--- src/rtl/replay_fifo.sv ---
// Synchronous FIFO with a replay window: reads advance r_ptr, but space is only
// reclaimed when the consumer commits with mark; rewind re-sends from the mark.
module replay_fifo #(
  parameter int DATA_W    = 8,
  parameter int ADDR_W    = 4,
  parameter int AFULL_TH  = 12,
  parameter int AEMPTY_TH = 2
) (
  input  logic              clk,
  input  logic              reset,
  input  logic              wr_en,
  input  logic [DATA_W-1:0] wr_data,
  input  logic              rd_en,
  output logic [DATA_W-1:0] rd_data,
  output logic              rd_valid,
  input  logic              mark,
  input  logic              rewind,
  output logic              full,
  output logic              empty,
  output logic              almost_full,
  output logic              almost_empty,
  output logic [ADDR_W:0]   count,
  output logic [ADDR_W:0]   held,
  output logic              overflow,
  output logic              underflow
);

  localparam int PW    = ADDR_W + 1;
  localparam int DEPTH = 1 << ADDR_W;
  localparam logic [PW-1:0] DEPTH_V  = PW'(DEPTH);
  localparam logic [PW-1:0] AFULL_V  = PW'(AFULL_TH);
  localparam logic [PW-1:0] AEMPTY_V = PW'(AEMPTY_TH);

  logic [DATA_W-1:0] mem [DEPTH];

  logic [PW-1:0]     w_ptr_q, w_ptr_d;
  logic [PW-1:0]     r_ptr_q, r_ptr_d;
  logic [PW-1:0]     m_ptr_q, m_ptr_d;
  logic [DATA_W-1:0] rd_data_q, rd_data_d;
  logic              rd_valid_q, rd_valid_d;
  logic              overflow_q, overflow_d;
  logic              underflow_q, underflow_d;

  logic              rewind_eff;
  logic              wr_acc;
  logic              rd_acc;

  // Status decodes purely from the registered pointers.
  always_comb begin
    count        = w_ptr_q - r_ptr_q;
    held         = w_ptr_q - m_ptr_q;
    full         = (held == DEPTH_V);
    empty        = (count == '0);
    almost_full  = (held >= AFULL_V);
    almost_empty = (count <= AEMPTY_V);
  end

  // mark beats rewind; an effective rewind swallows any same-cycle read.
  always_comb begin
    rewind_eff = rewind && !mark;
    wr_acc     = wr_en && !full;
    rd_acc     = rd_en && !empty && !rewind_eff;
  end

  always_comb begin
    w_ptr_d     = w_ptr_q;
    r_ptr_d     = r_ptr_q;
    m_ptr_d     = m_ptr_q;
    rd_data_d   = rd_data_q;
    rd_valid_d  = 1'b0;
    overflow_d  = overflow_q;
    underflow_d = underflow_q;

    if (wr_acc)
      w_ptr_d = w_ptr_q + PW'(1);
    if (wr_en && full)
      overflow_d = 1'b1;

    if (rd_acc) begin
      rd_data_d  = mem[r_ptr_q[ADDR_W-1:0]];
      rd_valid_d = 1'b1;
      r_ptr_d    = r_ptr_q + PW'(1);
    end
    if (rd_en && empty && !rewind_eff)
      underflow_d = 1'b1;

    // Pre-cycle r_ptr: a word read in this same cycle remains held.
    if (mark)
      m_ptr_d = r_ptr_q;
    else if (rewind_eff)
      r_ptr_d = m_ptr_q;
  end

  always_ff @(posedge clk) begin
    if (reset) begin
      w_ptr_q     <= '0;
      r_ptr_q     <= '0;
      m_ptr_q     <= '0;
      rd_data_q   <= '0;
      rd_valid_q  <= 1'b0;
      overflow_q  <= 1'b0;
      underflow_q <= 1'b0;
    end else begin
      w_ptr_q     <= w_ptr_d;
      r_ptr_q     <= r_ptr_d;
      m_ptr_q     <= m_ptr_d;
      rd_data_q   <= rd_data_d;
      rd_valid_q  <= rd_valid_d;
      overflow_q  <= overflow_d;
      underflow_q <= underflow_d;
    end
  end

  // Storage is not reset; stale words are unreachable once pointers clear.
  always_ff @(posedge clk) begin
    if (!reset && wr_acc)
      mem[w_ptr_q[ADDR_W-1:0]] <= wr_data;
  end

  assign rd_data   = rd_data_q;
  assign rd_valid  = rd_valid_q;
  assign overflow  = overflow_q;
  assign underflow = underflow_q;

endmodule

--- config.mk ---
export PLATFORM = sky130hd
export DESIGN_NAME = replay_fifo
export DESIGN_NICKNAME = d
export VERILOG_FILES = /design/src/rtl/replay_fifo.sv
export SDC_FILE = /design/constraint.sdc
export NUM_CORES = 1
export LEC_CHECK = 0
export ABC_AREA = 1
export BUFFER_PORTS_ARGS = -buffer_cell sky130_fd_sc_hd__buf_2
export CORE_MARGIN = 1.5
export CORE_UTILIZATION = 52
export DETAILED_ROUTE_END_ITERATION = 6
export GPL_ROUTABILITY_DRIVEN = 0
export GPL_TIMING_DRIVEN = 1
export PLACE_DENSITY_LB_ADDON = 0.08
export REMOVE_ABC_BUFFERS = 1
export SKIP_LAST_GASP = 1
export SLEW_MARGIN = 30
export SYNTH_ARGS = -nofsm -noshare
export SYNTH_HDL_FRONTEND = slang
export SYNTH_SLANG_ARGS = --single-unit
--- constraint.sdc ---
create_clock -name clk -period 5.85 [get_ports clk]
set_input_delay 1.755 -clock clk [delete_from_list [all_inputs] [get_ports clk]]
set_output_delay 1.755 -clock clk [all_outputs]
set_load 0.02 [all_outputs]
==> impl_summary.md, run 1 <==
Outcome
The run finished with clean final reports.

Clocking
The clock transition at the registers of the reported paths is about 0.060 ns. The depth of the CTS H-tree is 4. The clock net sink count is 154. The post-cts repair resize count is 0.

Buffers added to address setup during post-CTS repair amount to 0. The CTS root buffer is sky130_fd_sc_hd__clkbuf_16. The CTS buffer count is 17. The post-cts hold buffer count is 0. The longest clock path from root to sink contains 2 buffers.

Clock latency on the worst-skew pair, taken at its later pin, is ~0.42 ns. TritonCTS built the clock tree.

Setup path
The largest single stage delay on the critical path is 0.62 ns. STA classifies the critical path startpoint as a register. The signal on the critical path passes through inv_2 -> ha_1 -> nand2_1 -> nor2_1 -> nor2_1 -> nand2_2 -> nand2_2 -> a211oi_1 -> buf_2.

The launching point of the worst reg2reg path is w_ptr_q[0]$_SDFFE_PP0P_. The biggest fanout along the worst timing path is 14. In this run the critical register-to-register path is captured at mem[12][0]$_DFFE_PP_. The worst setup path is captured at an output port. For the worst setup path, the data arrival time is 2.48 ns. The setup check on the worst reg-to-reg path leaves a slack of 2.76 ns.

STA puts the critical path data required time at 4.09 ns. The start-to-end type of the worst setup path is reg2out. The worst-path cell with the longest stage delay is sky130_fd_sc_hd__dfxtp_1. The worst reg2reg path depth is 11.

Die
The floorplan step defined a die boundary enclosing 0.0136 mm2. In this run the core area contains 41 standard-cell rows. In this run the vertical extent of the chip is ~120 um.

The I/O pin count is 39. In this run the standard cell core region covers 0.0126 mm2. The initial utilization of the core area, before any placement, comes to 0.533.

The x dimension of the die is 116 um.

Timing
The post-route setup TNS is 0 ns. In this run the tightest slew margin relative to its limit is 0.387. The number of max-slew violations in the final report came to 0. The share of the clock period used by the worst path after layout is 0.725. The number of hold-slack violations in the final timing report is 0. Between clock sinks in the finished design, the worst skew comes to 0.00417 ns. The timing-limited maximum frequency is approximately 240 MHz. The total of endpoints with negative setup slack in the final report is 0. Setup slack on the critical path of the routed design comes to 1.61 ns. The transition time at the pin with the least slew margin is approximately 0.92 ns. Setup repair after global routing left no endpoint under its margin. The final critical path time including I/O delays and setup is approximately 4.2 ns.

Power and ir drop
The internal power contribution is 1.98 mW. The analysis attributes to cell leakage a power of 2.76 nW. The share of total power consumed by net switching is 0.278.

The register share of total power is 0.452. For this design the total switching power over the nets is 761 uW. The combinational share of power is 0.176. The overall power of the completed layout is 2.74 mW.

VDD sags by at most 0.212 mV. The relative contribution of the clock network to total power is 0.372. For this design the ratio of total power to cell area is 365 mW/mm2.

GRT
The number of global-route vias before repair is 4,335. The maximum number of pins on one net before global-route repair is 69. After global routing the overflow that remains totals 0. The initial antenna violation count was 0.

Across every metal layer, demand over resource in global routing totals 0.242. The wire length of the first global-routing pass is between 20 and 25 mm.

Layout
The net count reported at finish is 661. The relative area change from synthesis to final layout is 12.1%. Of the cells placed in the final design, the portion with a size suffix greater than 1 is 0.140. 0 antenna diodes ended up in the layout. Excluding fillers, the count of instances in the completed layout stands at 817. Fill cells in the final layout number 1,010. At the end of the flow the core is filled with cells to 0.597.

Route
The count of nets left with antenna violations once routing finished came out at 0. In the routed layout, each cell is associated on average with a via count of approximately 5.5. The final layout contains routed wiring with a total length of between 15 and 20 mm. The first detailed-routing pass took 5 iterations. In this run, the number of DRC markers left after iteration 0 of detailed routing was 427. For this run, design rule violations remaining after detail routing come to 0. In the final routed layout, each cell accounts on average for 18.7 um. The final route contains about 4,500 vias.

Synthesis
Counting instances in the post-synthesis netlist gives the leading cell types as 128 x sky130_fd_sc_hd__edfxtp_1, 125 x sky130_fd_sc_hd__nor2_1, 81 x sky130_fd_sc_hd__o21ai_0. The number of warnings reported in the yosys synthesis log is 0. The distinct cell type count after synthesis is 35.

sky130_fd_sc_hd__edfxtp_1 takes more of the synthesized area than any other cell. The mean instance size in the synthesized netlist is 11.1 um2. After synthesis, the share of flip-flops with an asynchronous set or reset is 0. The total of flip-flops plus latches after synthesis is 154. Of the synthesized area, sequential elements account for 0.652. The count of flip-flops with a built-in enable after synthesis is 128.

The predominant post-synthesis flop cell is sky130_fd_sc_hd__edfxtp_1. Synthesis produced 601 cells. By area the synthesized netlist is led by sky130_fd_sc_hd__edfxtp_1 57%, sky130_fd_sc_hd__dfxtp_1 7.8%, sky130_fd_sc_hd__nor2_1 7.0%. The most numerous cell in the Yosys netlist is sky130_fd_sc_hd__edfxtp_1.

The share of synthesized area in the top cell type comes to 0.574. The mapped netlist covers 0.00670 mm2.

Place
The port buffer count is 38. The placed wire-length estimate after detailed placement is approximately 10 mm. The number of placed instances, taps included is approximately 790. The setup slack after placement is 2.04 ns.

Min path
The kind of path behind the tightest hold check is reg2reg. The startpoint of the worst hold path is overflow$_SDFFE_PP0P_. The depth of the worst hold-timing path is 2. The worst hold path terminates at overflow$_SDFFE_PP0P_.

Job
Across the run, the number of max-cap violations was 0.
[worst max-delay path by stage]
stage	startpoint	to	slack, ns	depth (start not counted)
detailed placement	r_ptr_q[2]$_SDFF_PP0_	almost_empty	2.04	8
global placement	r_ptr_q[2]$_SDFF_PP0_	almost_empty	2.12	8
floorplan	r_ptr_q[0]$_SDFF_PP0_	almost_empty	1.31	7
global route	r_ptr_q[2]$_SDFF_PP0_	almost_empty	1.40	9
CTS	r_ptr_q[2]$_SDFF_PP0_	almost_empty	1.61	8
finish	r_ptr_q[2]$_SDFF_PP0_	almost_empty	1.61	9
[stage by stage]
stage | cell area, um2 | hold slack, ns
after floorplan | 6530 | 0.503
after global placement | 6950 | 0.450
after detailed placement | 6960 | 0.452
after CTS | 7510 | 0.468
after global routing | 7510 | 0.523
final | 7510 | 0.466
[cell usage in the layout, fill, tap and decap left out, types with 5 or more instances in the layout]
cell type and instances:
sky130_fd_sc_hd__a21oi_1 12, sky130_fd_sc_hd__buf_2 38, sky130_fd_sc_hd__clkbuf_16 17, sky130_fd_sc_hd__dfxtp_1 25, sky130_fd_sc_hd__edfxtp_1 128, sky130_fd_sc_hd__ha_1 13
sky130_fd_sc_hd__inv_1 29, sky130_fd_sc_hd__nand2_1 49, sky130_fd_sc_hd__nand3_1 34, sky130_fd_sc_hd__nand3_2 5, sky130_fd_sc_hd__nor2_1 125, sky130_fd_sc_hd__o211ai_1 16
sky130_fd_sc_hd__o21ai_0 81, sky130_fd_sc_hd__o22ai_1 16, sky130_fd_sc_hd__xor2_1 8
[critical path, delay by kind of cell (launching register included)]
kind                     cells  cell delay [ns]
AO/OA/AOI/OAI                1             0.21
AND/OR/NAND/NOR              5             0.38
flip-flops                   1             0.62
adder cells (fa/ha/maj)      1             0.44
buffers and inverters        2             0.41
[registers in the layout, indices dropped and copies added (netlist names)]
name	count
rd_data	8
overflow	1
m_ptr_q	5
rd_valid	1
w_ptr_q	5
underflow	1
mem	128
r_ptr_q	5
[power groups by stage]
stage | clock, mW | sequential (mW) | combinational, mW
6_report | 1.02 | 1.24 | 0.483
3_5_place_dp | 0 | 1.26 | 0.482
5_1_grt | 1.08 | 1.24 | 0.536
2_1_floorplan | 0 | 1.29 | 0.293
3_3_place_gp | 0 | 1.26 | 0.480
4_1_cts | 1.03 | 1.24 | 0.485
[kinds of logic after synthesis]
kind of cell,synth area share
adders and majority gates,0.0303
xor gates and xnor gates,0.0192
AOI/OAI and AO/OA,0.107
DFF,0.652
and+or+nand+nor,0.148
buffers and inverters,0.0431
[metal layers]
layer,GRT usage,vias to the layer above,share of wire
met2,0.388,132,0.47
met5,0,-,0
met4,0.101,0,0.022
met3,0.0446,26,0.043
met1,0.329,2205,0.46
li1,-,2171,-
[cell type report]
type                            instances  area, um2  area share
Timing Repair Buffer                   40        205      0.0273
Clock buffer                           24        482      0.0642
Sequential cell                       154       4370       0.581
Inverter                               33        126      0.0168
Clock inverter                          8       70.1     0.00933
Tap cell                              172        215      0.0287
Multi-Input combinational cell        386       2040       0.272
No activity file was read; power rests on OpenSTA's default activity.
==> inputs of run 2 (changes only) <==
--- a/config.mk
+++ b/config.mk
@@ -5,7 +5,7 @@
 export SDC_FILE = /design/constraint.sdc
 export NUM_CORES = 1
 export LEC_CHECK = 0
-export ABC_AREA = 1
+export ABC_AREA = 0
 export BUFFER_PORTS_ARGS = -buffer_cell sky130_fd_sc_hd__buf_2
 export CORE_MARGIN = 1.5
 export CORE_UTILIZATION = 52
==> constraint.sdc (replaced) <==
create_clock -name clk -period 3.75 [get_ports clk]
set_input_delay 1.125 -clock clk [delete_from_list [all_inputs] [get_ports clk]]
set_output_delay 1.125 -clock clk [all_outputs]
set_load 0.02 [all_outputs]
==> impl_summary.md, run 2 <==
Clocking
For the worst-skew pair, the clock arrives at the later sink with an insertion delay of 0.41 ns. The CTS root buffer is sky130_fd_sc_hd__clkbuf_16. The CTS buffer count is 17. The number of buffers between clock root and the deepest sink is 2. In this run the number of H-tree levels came out at 4. CTS saw 154 sinks.

The TritonCTS clock tree is done. Clock-pin slew was measured on the worst setup and hold paths at about 0.050 ns. In this run, post-CTS hold repair placed 0 buffers.

Die
The floorplan has 40 rows. From left edge to right edge, the die measures ~110 um. From bottom edge to top edge, the die measures 115 um. The I/O pin count is 39. The floorplan step defined a die boundary enclosing 0.0132 mm2. The initial core utilization is 0.538.

The area of the placeable core is 0.0121 mm2.

Setup path
Across all register-to-register paths, the minimum setup slack is 0.74 ns. In this run the critical register-to-register path is launched from w_ptr_q[0]$_SDFFE_PP0P_. On the worst path, the slowest cell contributes a delay of 0.40 ns.

The endpoint arrival time on the critical path is 2.50 ns. Walking the worst path, the cells encountered are inv_2 -> ha_2 -> fa_1 -> nand2b_1 -> a21oi_2 -> xnor2_2 -> a2111oi_2 -> buf_4. The worst reg2reg path depth is 11. The worst setup path is of the reg2out kind. Of all nets on the critical path, the largest fanout is 5. The critical path endpoint category is an output port.

The endpoint identified for the worst register-to-register timing path is r_ptr_q[3]$_SDFF_PP0_. For the worst setup path, the data required time is ~2.6 ns. The worst-path cell with the longest stage delay is sky130_fd_sc_hd__fa_1. The startpoint type of the worst setup path is a register.

Layout
The share of final-layout standard cells stronger than drive strength 1 is 0.277. In the layout the commonest cells are 128 x sky130_fd_sc_hd__edfxtp_1, 37 x sky130_fd_sc_hd__buf_2, 36 x sky130_fd_sc_hd__nand2_1. 0 antenna diodes ended up in the layout.

In the final design database the tool counted 511 nets. The most common cell after layout, fill and taps aside is sky130_fd_sc_hd__edfxtp_1. The number of flip-flops in the largest register is 128. The filler cells instantiated in the layout total 940. The relative area change from synthesis to final layout is 15.7%.

Route
Summing over every cut layer, the via total after detailed routing is 3,747. The number of design-rule violations left by the first detailed-router iteration is 246. For this block, the routed nets add up to around 14 mm of wire.

The average routed wire per standard cell is 20.6 um. Before antenna repair, the detailed router went through 5 iterations. The count of nets left with antenna violations after detail routing is 0. The number of remaining DRC errors is 0. The via density per instance is 5.66.

Timing
The total of endpoints with negative setup slack in the final report is 0. The maximum clock skew at final layout is 0.00468 ns. Static timing analysis puts the maximum clock frequency at 276 MHz. The post-route setup TNS is 0 ns.

The number of hold-slack violations in the final timing report is 0. The remaining max-slew budget at the tightest pin is 0.432. The transition time at the pin with the least slew margin is 0.851 ns. The number of max-slew violations in the final report is 0. The final critical path time including I/O delays and setup is 3.63 ns. The share of the clock period used by the worst path after layout is 0.967. On the final layout, the worst hold slack is 0.462 ns. After layout, the worst setup slack is 0.124 ns.

Min path
The kind of path behind the tightest hold check is reg2reg. Counting instances, the worst hold path has a depth of 2. For hold timing, the worst endpoint is overflow$_SDFFE_PP0P_. The startpoint of the worst hold path is overflow$_SDFFE_PP0P_.

Synthesis
In the synthesized netlist, the cells that appear most often are 128 x sky130_fd_sc_hd__edfxtp_1, 36 x sky130_fd_sc_hd__nand2_1, 32 x sky130_fd_sc_hd__mux4_2. The most numerous cell in the Yosys netlist is sky130_fd_sc_hd__edfxtp_1. The count of flip-flops with a built-in enable after synthesis is 128. The post-synthesis instance area is roughly 0.0065 mm2. Counting flops and latches in the post-synthesis netlist gives 154. The fraction of synthesis flops using an asynchronous set or reset pin is 0.

The number of instances in the synthesized netlist is 422. The sequential-to-total area share from yosys stat is 0.670. Yosys attributes the largest share of cell area to sky130_fd_sc_hd__edfxtp_1 59%, sky130_fd_sc_hd__mux4_2 11%, sky130_fd_sc_hd__dfxtp_1 8.0%. In this run, distinct cell masters in the synthesized netlist total 45. The area share of the largest cell type after synthesis is 0.590. The number of warnings reported in the yosys synthesis log is 0. The largest area contributor in the synthesized netlist is sky130_fd_sc_hd__edfxtp_1.

The predominant post-synthesis flop cell is sky130_fd_sc_hd__edfxtp_1. In this run the mean area of a mapped cell was 15.4 um2.

GRT
The number of global-route vias before repair is 3,792. Entering global routing, the biggest net connects 37 pins. Global routing finished with a remaining overflow of 0.

Across every metal layer, demand over resource in global routing totals 0.228. The wire length of the first global-routing pass is 21.5 mm. The initial antenna violation count was 0.

Job
The max-capacitance violation count is 0.

Power and ir drop
IR analysis of the VDD net gives a maximum drop of 0.376 mV. The static power due to leakage is 2.65 nW. Dividing total power by cell area gives a power density of 536 mW/mm2.

Place
The port buffer count is 38. Timing analysis after detailed placement gives a worst setup slack of 0.299 ns. The placed wire-length estimate after detailed placement is 8.89 mm.

Outcome
The run finished with clean final reports.
run 2: changes by cell type after synthesis, sizes merged, moves of 16 or more:
cell and delta:
nor2 -115, nand3 -22, o21ai -68, nand2 -19
inv -20, mux4 +32, o211ai -16, o22ai -16
run 2: logic make-up after synthesis:
group,Yosys count,share of synthesized area
AOI/OAI and AO/OA,47,0.0467
xor gates and xnor gates,8,0.0131
adders and majority gates,15,0.0311
buffers and inverters,40,0.0290
DFF,154,0.670
muxes,38,0.120
and+or+nand+nor,120,0.0903
run 2: worst max-delay path by stage:
stage                                  startpoint      endpoint  slack, ns  cells after the start
after detailed placement  w_ptr_q[0]$_SDFFE_PP0P_  almost_empty       0.30                      8
after global routing      w_ptr_q[0]$_SDFFE_PP0P_  almost_empty     -0.002                      8
after floorplan             r_ptr_q[0]$_SDFF_PP0_  almost_empty      -1.14                      6
after CTS                 w_ptr_q[0]$_SDFFE_PP0P_          full       0.01                      9
final                     w_ptr_q[0]$_SDFFE_PP0P_  almost_empty       0.12                      8
after global placement    w_ptr_q[0]$_SDFFE_PP0P_  almost_empty       0.36                      8
run 2: stage by stage:
step	power (mW)	cells	utilization	instance area, um2
2_1_floorplan	2.34	397	-	6380
3_3_place_gp	2.53	629	0.576	6980
3_5_place_dp	2.54	629	0.576	6980
4_1_cts	4.06	660	0.620	7510
5_1_grt	4.20	662	0.622	7540
6_report	4.04	662	0.622	7540
run 2: worst max-delay path: cells and delay by family, from the launching register on:
family	cells	cell delay [ns]
compound gates	2	0.54
xor+xnor	1	0.13
fa+ha+maj	2	0.60
buf+inv	2	0.26
flops	1	0.37
simple gates	1	0.20
run 2: layout make-up:
class | instances | area (um2) | share of cell area
Sequential cell | 154 | 4370 | 0.580
Multi-Input combinational cell | 228 | 1980 | 0.263
Clock buffer | 21 | 440 | 0.0584
Timing Repair Buffer | 66 | 403 | 0.0535
Tap cell | 168 | 210 | 0.0279
Clock inverter | 10 | 78.8 | 0.0105
Inverter | 15 | 56.3 | 0.00747
run 2: metal layers:
layer / global-route usage / vias up / share of wire
li1: - / 1741 / -
met1: 0.314 / 1875 / 0.45
met2: 0.362 / 116 / 0.49
met3: 0.0506 / 15 / 0.052
met4: 0.0881 / 0 / 0.016
met5: 0 / - / 0
run 2: what timing repair did:
| item | CTS | global route |
|---|---|---|
| endpoints found under the setup margin | 2 | 3 |
| buffers inserted | 0 | 2 |
| resized for setup | 4 | 5 |
| pin swaps | 0 | 2 |
| cloned | 0 | 0 |
run 2: power breakdown:
group          internal [mW]  total [mW]  switching (mW)
Combinational          0.243       0.618           0.375
Clock                  0.897        1.51           0.611
Sequential              1.89        1.91          0.0193
Total                   3.03        4.04            1.01
==> inputs of run 3 (changes only) <==
--- a/config.mk
+++ b/config.mk
@@ -7,11 +7,12 @@
 export LEC_CHECK = 0
 export ABC_AREA = 0
 export BUFFER_PORTS_ARGS = -buffer_cell sky130_fd_sc_hd__buf_2
-export CORE_MARGIN = 1.5
-export CORE_UTILIZATION = 52
+export CORE_MARGIN = 3
+export CORE_UTILIZATION = 50
 export DETAILED_ROUTE_END_ITERATION = 6
 export GPL_ROUTABILITY_DRIVEN = 0
 export GPL_TIMING_DRIVEN = 1
+export MAX_ROUTING_LAYER = met4
 export PLACE_DENSITY_LB_ADDON = 0.08
 export REMOVE_ABC_BUFFERS = 1
 export SKIP_LAST_GASP = 1
==> impl_summary.md, run 3 (synthesized netlist as in run 2, its figures left out) <==
Outcome
The flow ran to the end, and the final reports show no timing, DRC or antenna violations.

Clocking
The clock drives approximately 150 sinks. TritonCTS created 17 clock buffers. After clock tree synthesis, the clock-pin slew on the worst setup and hold paths is 0.06 ns. The CTS root buffer is sky130_fd_sc_hd__clkbuf_16.

The TritonCTS clock tree is done. The clock latency of the later-clocked register in the worst-skew pair is roughly 0.41 ns. The depth of the CTS H-tree is 4. The number of buffers between clock root and the deepest sink is 2.

Layout
The most common cell after layout, fill and taps aside is sky130_fd_sc_hd__edfxtp_1. The net count reported at finish is slightly above 500. The number of inserted diodes is 0. The top cell types in the final layout, fill and taps aside, are 128 x sky130_fd_sc_hd__edfxtp_1, 36 x sky130_fd_sc_hd__nand2_1, 36 x sky130_fd_sc_hd__buf_2.

The summed area of non-filler cells in the final layout is between 0.007 and 0.008 mm2. The relative area change from synthesis to final layout is 16.0%. The number of flip-flops in the largest register is around 130.

Of the cells placed in the final design, the portion with a size suffix greater than 1 is 0.280.

Setup path
Broken down by cell family, the worst path's largest delay share belongs to compound AO/OA/AOI/OAI gates. The startpoint type of the worst setup path is a register. The critical path endpoint category is an output port. Data on the critical path is required at its endpoint by around 2.6 ns. In this design, the stage delay of the slowest critical-path cell is about 0.46 ns. The number of buffers and inverters on the critical path is 2. The biggest fanout along the worst timing path is 9. The critical path goes through clkinv_1 -> ha_1 -> a21oi_1 -> o21ai_2 -> xor2_2 -> a2111oi_2 -> buf_4. The worst-path cell with the longest stage delay is sky130_fd_sc_hd__ha_1.

Data arrives at the worst endpoint at 2.48 ns. The start-to-end type of the worst setup path is reg2out.

GRT
The global-route usage over all layers is 0.209. The first global-routing pass estimated 21.4 mm of wire. The most used routing layer is met2. The number of global-route vias before repair came to between 3,000 and 4,000.

The met1 global-route usage is 0.281. The initial antenna violation count is 0. For met3 alone, demand over resource in global routing was 0.0509.

The maximum number of pins on one net before global-route repair is 37. For this run the aggregate overflow at the end of global routing stands at 0. The met2 usage is 0.317.

Timing
The number of max-slew violations in the final report is 0. For this run, the top clock speed supported by timing is 277 MHz. The total of endpoints with negative setup slack in the final report is 0. The remaining max-slew budget at the tightest pin is 0.453. The share of the clock period used by the worst path after layout is 0.962. The clock arrives with between 0.006 and 0.007 ns of skew.

The post-route setup TNS is 0 ns. The transition time at the pin with the least slew margin is 0.819 ns. The number of hold-slack violations in the final timing report is 0. The worst path needs 3.61 ns of the cycle, external delays included.

Setup repair after global routing could not meet its margin everywhere.

Place
The placed wire-length estimate after detailed placement is between 8 and 9 mm. The port buffer count is 38. The cell area after placement is 0.00698 mm2.

Job
The max-capacitance violation count is 0.

Power and ir drop
The overall power of the completed layout is 4.10 mW. VDD sags by at most 0.315 mV. The analysis attributes to cell leakage a power of 2.65 nW. The power per cell area is between 500 and 600 mW/mm2.

Route
Using the TritonRoute via totals, the vias-per-cell ratio works out to 5.56. The number of remaining DRC errors is 0. The via count is 3,695.

The detailed-router iteration count before antenna repair is 4. The count of nets left with antenna violations once routing finished came out at 0. The average routed wire per standard cell is approximately 20 um.

Wires add up to 13.6 mm. The number of design-rule violations left by the first detailed-router iteration is 305.

Die
The number of rows created at floorplan is 41. The I/O pin count is 39. The initial core utilization is 0.514.

The area of the die is around 0.014 mm2. The floorplan step set the die width to 120 um. The core region is 0.0127 mm2.

The height of the die is 120 um.

Min path
The kind of path behind the tightest hold check is reg2reg.
-- run 3: per-stage QoR --
step / setup slack, ns / instances / hold WS, ns / utilization
after detailed placement: 0.349 / 633 / 0.466 / 0.551
after floorplan: -1.14 / 397 / 0.460 / -
after global routing: -0.0379 / 665 / 0.510 / 0.597
final: 0.143 / 665 / 0.468 / 0.597
after global placement: 0.371 / 633 / 0.441 / 0.551
after CTS: -0.0149 / 665 / 0.481 / 0.596
-- run 3: worst paths after layout --
path,to,slack [ns],cells after the start,start
setup / recovery,almost_empty,0.14,7,r_ptr_q[2]$_SDFF_PP0_
hold / removal,overflow$_SDFFE_PP0P_,0.47,2,overflow$_SDFFE_PP0P_
setup reg to reg,mem[7][2]$_DFFE_PP_,0.51,12,w_ptr_q[0]$_SDFFE_PP0P_
hold reg to reg,overflow$_SDFFE_PP0P_,0.47,2,overflow$_SDFFE_PP0P_
-- run 3: area by class of cell --
| class | instances | area, um2 |
|---|---|---|
| clock inverter | 14 | 124 |
| clock buffer | 18 | 429 |
| multi-input combinational | 228 | 1980 |
| inverter | 15 | 56.3 |
| sequential | 154 | 4370 |
| timing repair buffer | 64 | 390 |
| tap | 172 | 215 |
| fill | 992 | 5110 |
-- run 3: layer usage --
layer  part of all wire  routed length, um
met5                  0                  0
met4              0.023                318
met1               0.44               6010
met3              0.066                899
met2               0.47               6370
-- run 3: worst register-to-register path, cell delays in order, from the launching register on --
cell and delay [ns]:
sky130_fd_sc_hd__dfxtp_2 0.34, sky130_fd_sc_hd__inv_2 0.10, sky130_fd_sc_hd__ha_1 0.18, sky130_fd_sc_hd__inv_1 0.05, sky130_fd_sc_hd__fa_1 0.39, sky130_fd_sc_hd__a21o_1 0.17, sky130_fd_sc_hd__a21oi_1 0.17, sky130_fd_sc_hd__xnor2_1 0.17
sky130_fd_sc_hd__a211oi_2 0.07, sky130_fd_sc_hd__buf_4 0.18, sky130_fd_sc_hd__nand2b_1 0.31, sky130_fd_sc_hd__nor3_1 0.58, sky130_fd_sc_hd__buf_4 0.26
-- run 3: repair_timing --
action	in CTS	in global routing
setup endpoints to repair	2	3
setup buffers	0	0
endpoints found under the hold margin	0	0
resized for setup	3	4
pin swaps	0	1
hold buffers	0	0
-- run 3: where the power goes --
| part | switching, mW | total [mW] | internal [mW] |
|---|---|---|---|
| combinational | 0.375 | 0.610 | 0.235 |
| clock | 0.671 | 1.59 | 0.914 |
| sequential | 0.0177 | 1.91 | 1.89 |
